### src/rtl/reg_file_mp.sv
// reg_file_mp: 2-read / 2-write register file with a walking zero-fill after reset,
// optional hardwired-zero entry 0, write-to-read bypass and same-address write conflict flag.
module reg_file_mp #(
    parameter int DATA_W   = 32,
    parameter int ADDR_W   = 5,
    parameter int ZERO_REG = 1,
    parameter int BYPASS   = 1
) (
    input  logic              clk,
    input  logic              rst_n,
    input  logic [ADDR_W-1:0] A1,
    input  logic [ADDR_W-1:0] A2,
    output logic [DATA_W-1:0] RD1,
    output logic [DATA_W-1:0] RD2,
    input  logic [ADDR_W-1:0] A3,
    input  logic [DATA_W-1:0] WD3,
    input  logic              WE3,
    input  logic [ADDR_W-1:0] A4,
    input  logic [DATA_W-1:0] WD4,
    input  logic              WE4,
    output logic              busy,
    output logic              wr_conflict
);
    localparam int DEPTH = 1 << ADDR_W;

    typedef enum logic {CLEAR, RUN} state_t;

    state_t            state;
    logic [ADDR_W-1:0] clr_ptr;
    logic [DATA_W-1:0] mem [DEPTH];
    logic              wr3_ok, wr4_ok;

    // Writes to entry 0 are dropped entirely when it is hardwired to zero.
    assign wr3_ok = WE3 && !(ZERO_REG != 0 && A3 == '0);
    assign wr4_ok = WE4 && !(ZERO_REG != 0 && A4 == '0);

    always_ff @(posedge clk) begin
        if (!rst_n) begin
            state       <= CLEAR;
            clr_ptr     <= '0;
            busy        <= 1'b1;
            wr_conflict <= 1'b0;
            mem[0]      <= '0;
        end else if (state == CLEAR) begin
            mem[clr_ptr] <= '0;
            clr_ptr      <= clr_ptr + 1'b1;
            wr_conflict  <= 1'b0;
            if (clr_ptr == ADDR_W'(DEPTH - 1)) begin
                state <= RUN;
                busy  <= 1'b0;
            end
        end else begin
            if (wr3_ok) mem[A3] <= WD3;
            if (wr4_ok) mem[A4] <= WD4;
            wr_conflict <= wr3_ok && wr4_ok && A3 == A4;
        end
    end

    function automatic logic [DATA_W-1:0] rd(input logic [ADDR_W-1:0] a);
        return (state == CLEAR)                ? '0  :
               (ZERO_REG != 0 && a == '0)      ? '0  :
               (BYPASS != 0 && WE4 && A4 == a) ? WD4 :
               (BYPASS != 0 && WE3 && A3 == a) ? WD3 : mem[a];
    endfunction

    always_comb begin
        RD1 = rd(A1);
        RD2 = rd(A2);
    end
endmodule
### config.mk
export PLATFORM = sky130hd
export DESIGN_NAME = reg_file_mp
export DESIGN_NICKNAME = d
export VERILOG_FILES = /design/src/rtl/reg_file_mp.sv
export SDC_FILE = /design/constraint.sdc
export NUM_CORES = 2
export LEC_CHECK = 0
export BUFFER_PORTS_ARGS = -buffer_cell sky130_fd_sc_hd__buf_4
export CORE_MARGIN = 2
export CORE_UTILIZATION = 35
export CTS_BUF_LIST = sky130_fd_sc_hd__clkbuf_4 sky130_fd_sc_hd__clkbuf_8 sky130_fd_sc_hd__clkbuf_16
export CTS_CLUSTER_SIZE = 20
export DETAILED_ROUTE_END_ITERATION = 8
export SYNTH_ARGS = -nofsm -noshare
export SYNTH_HDL_FRONTEND = slang
export SYNTH_SLANG_ARGS = --single-unit
### constraint.sdc
create_clock -name clk -period 4.1 [get_ports clk]
set_clock_uncertainty 0.05 [all_clocks]
set_input_delay 0.82 -clock clk [delete_from_list [all_inputs] [get_ports clk]]
set_output_delay 0.82 -clock clk [all_outputs]
set_load 0.02 [all_outputs]
==> flow_summary.json <==
{
  "status": "finished with violations",
  "violations": "setup timing",
  "vias_per_cell": 6.22,
  "die_width_um": 424,
  "grt_antenna_before_repair": 12,
  "critPathCaptureType": "output port",
  "ys_seq_area_share_pct": 50.1,
  "crit_fanout": 16,
  "htree_num_levels": 3,
  "initial_core_util_pct": 35.1,
  "worst_setup_hold_path_clk_slew_ns": 0.07,
  "synth.top_cell.area_share_pct": 49.9,
  "switching_power_uw": 5840,
  "ir_drop_mv": 0.441,
  "pwr-share-comb_pct": 8.2,
  "rr_worst_depth": 5,
  "synth_top_area_cell": "edfxtp_1",
  "synthTopCellsByArea": "edfxtp_1 50%, mux2i_1 17%, o21ai_0 7.0%",
  "clockBufferDepth": 3,
  "detailed_place_hpwl_um": 147000,
  "gp_congestion": 0.885,
  "clkPwrFrac_pct": 42.7,
  "synth_ff_type": "edfxtp_1",
  "die-area_um2": 180000,
  "fillCellCount": 16475,
  "synth_warnings": 0,
  "min_from": "rst_n",
  "cp.arrival_ns": 3.26,
  "critPathLaunchType": "primary input",
  "grt_remaining_overflow": 0,
  "cts_tree": "built",
  "fin_area_um2": 69700,
  "rsz0062_at_grt": "no",
  "hold_viol_final": 0,
  "grt_max_degree": 70,
  "grt_pass1_vias": 47807,
  "wl_um": 253000,
  "seqPwrFrac_pct": 49.0,
  "finalCritPeriodShare_pct": 101,
  "fin_tns_setup_ns": -0.0326,
  "numPortBuffers": 153,
  "core_um2": 176000,
  "ctsHoldBuffers": 0,
  "wl_per_cell_um": 31.2,
  "slew_headroom_pct": 16.3,
  "r2r-end": "mem[1][19]",
  "dr_total_vias": 50501,
  "syn_nets": 5970,
  "drive_above_1_share_pct": 12.8,
  "track_usage_pct": 27.3,
  "finalSetupViolations": 2,
  "drt-pass1-iter-count": 7,
  "holdPathStages": 2,
  "placed_area_um2": 66000,
  "fin_nets": 5777,
  "fin_crit_ns": 4.13,
  "rows": 154,
  "whs_endpoint": "busy",
  "drtIter0Drc": 7221,
  "remaining_drc_errors": 0,
  "fmax_mhz": 242,
  "cts_made_buffers": 109,
  "p_int_uw": 17700,
  "powerDensity_nw_per_um2": 338,
  "path_class": "primary input to output port",
  "areaGrowthSynthToFinish_pct": 13.0,
  "multi_input_area_um2": 27700,
  "syn_inst": 5880,
  "async_flop_share_pct": 0,
  "setup_slack_ns": -0.0265,
  "cts.root.buffer_cell": "clkbuf_16",
  "p_sw_share_pct": 24.8,
  "worst_hold_path_type": "primary input to register",
  "ant_nets": 0,
  "synth-seq-cells": 1032,
  "ff_latch_area_um2": 30900,
  "worst_pin_slew_ns": 1.26,
  "ys_types": 58,
  "p_leak_uw": 0.0244,
  "die_h_um": 424,
  "grt_pass1_wl_um": 352000,
  "syn_area_um2": 61700,
  "synth_edf_count": 1024,
  "ioPinCount": 154,
  "critPathRequiredTime_ns": 3.23,
  "clock-sinks": 1032,
  "ff2ff_setup_slack_ns": 0.84,
  "clock_latency_ns": 0.76,
  "timing.rr.start": "state",
  "final_max_slew_viol_count": 0,
  "postSynthAreaPerCell_um2": 10.5,
  "maxCapViolCount": 0
}
[cell usage in the layout (no fill, tap or decap), drive strengths merged, types with 26 or more instances in the layout]
cell type	netlist	layout
edfxtp	1024	1024
clkbuf	320	135
o21ai	1000	1000
inv	35	42
nor2	26	26
nand3	69	69
a22o	64	64
nand4	130	130
o31ai	64	64
mux2i	1026	1026
clkinv	0	48
a22oi	512	512
buf	408	423
nand2	1039	1039
[power by group through the flow]
| stage | sequential (uW) | combinational [uW] | clock, uW |
|---|---|---|---|
| 3_3_place_gp | 11800 | 1860 | 0 |
| 5_1_grt | 11500 | 1970 | 10400 |
| 6_report | 11500 | 1930 | 10100 |
| 3_5_place_dp | 11800 | 1870 | 0 |
| 2_1_floorplan | 11800 | 1130 | 0 |
| 4_1_cts | 11500 | 1880 | 10100 |
[worst max path at each step]
| stage | from | endpoint | cells after the start |
|---|---|---|---|
| after floorplan | A4[0] | mem[1][0] | 5 |
| after global placement | A1[1] | RD1[20] | 7 |
| after detailed placement | A2[3] | RD2[31] | 10 |
| after CTS | state | RD1[25] | 6 |
| after global routing | A1[1] | RD1[30] | 9 |
| final | A1[1] | RD1[30] | 9 |
[kinds of logic (layout without fill, tap and decap cells)]
kind of cell    Yosys count  count (layout)  share of synthesized area, %
mux                    1026            1026                          16.6
fa+ha+maj                 2               2                        0.0406
buf+inv                 763             658                          6.19
flops                  1032            1032                          50.1
other cells               0               4                             0
simple gates           1352            1353                          10.2
compound gates         1679            1679                          16.5
xor+xnor                 26              26                         0.369
[metal layers]
layer / routed length, um / up-vias / part of all wire [%] / global-route usage [%]
met3: 29600 / 831 / 12 / 6.30
met5: 202 / - / 0.080 / 0.726
met4: 17100 / 14 / 6.7 / 16.8
met1: 94800 / 24662 / 37 / 34.9
met2: 112000 / 3429 / 44 / 41.8
li1: - / 21565 / - / -
[sequential cells by signal (all words and copies together) (netlist names)]
register     count
mem           1024
clr_ptr          5
busy             1
state            1
wr_conflict      1
[cells in the mapped netlist (4+ instances only)]
cell	instances
o31ai_1	64
nor2b_1	9
o22ai_1	19
o21ai_0	860
and3_1	6
nor2_2	5
nor4bb_1	9
clkbuf_2	61
nand2b_1	7
buf_4	105
o21ai_1	139
inv_1	35
o21bai_1	12
dfxtp_1	8
nor4_4	4
xnor2_1	9
nand4_1	130
buf_2	274
a22o_1	64
nor2_1	6
clkbuf_1	253
mux2i_1	1026
nor2_4	12
buf_6	16
and4b_1	8
clkbuf_4	6
a22oi_1	512
nand3_1	69
nor3_1	14
nand2_1	1012
nand2_4	20
o21a_1	5
buf_1	13
xor2_1	17
nor4b_2	6
nand2_2	7
edfxtp_1	1024
[area by class of cell]
| type | instances | share of cell area, % |
|---|---|---|
| multi-input cells | 4086 | 39.8 |
| flip-flops and latches | 1032 | 44.4 |
| inverters | 35 | 0.189 |
| repair buffers | 423 | 6.41 |
| clock buffers | 135 | 4.20 |
| diodes | 4 | 0.0144 |
| well taps | 2340 | 4.20 |
| clock inverters | 65 | 0.842 |
[what timing repair did]
| item | in CTS | in global routing |
|---|---|---|
| gates cloned | 1 | 0 |
| endpoints found under the setup margin | 4 | 19 |
| pin swaps | 1 | 1 |
| setup buffers | 6 | 1 |
| resized for setup | 4 | 0 |
[through the flow]
stage / setup slack [ns] / util (%) / total power (uW) / hold slack [ns] / std cells
final: -0.0265 / 39.7 / 23500 / 0.283 / 8120
after global routing: 0.00755 / 39.7 / 23900 / 0.288 / 8120
after CTS: 0.0263 / 39.7 / 23500 / 0.250 / 8114
after detailed placement: -0.105 / 37.6 / 13600 / 0.417 / 7907
after global placement: -0.518 / 37.6 / 13600 / 0.415 / 7907
after floorplan: 0.287 / - / 12900 / 0.445 / 5880
[critical path, cell delays in order]
cell and delay [ns]:
buf_4 0.25, and4b_2 0.55, buf_12 0.30, buf_4 0.20, a22oi_1 0.15, nand4_1 0.10
o31ai_1 0.44, a22o_1 0.22, buf_4 0.14
Power figures use the tool's default switching activity.
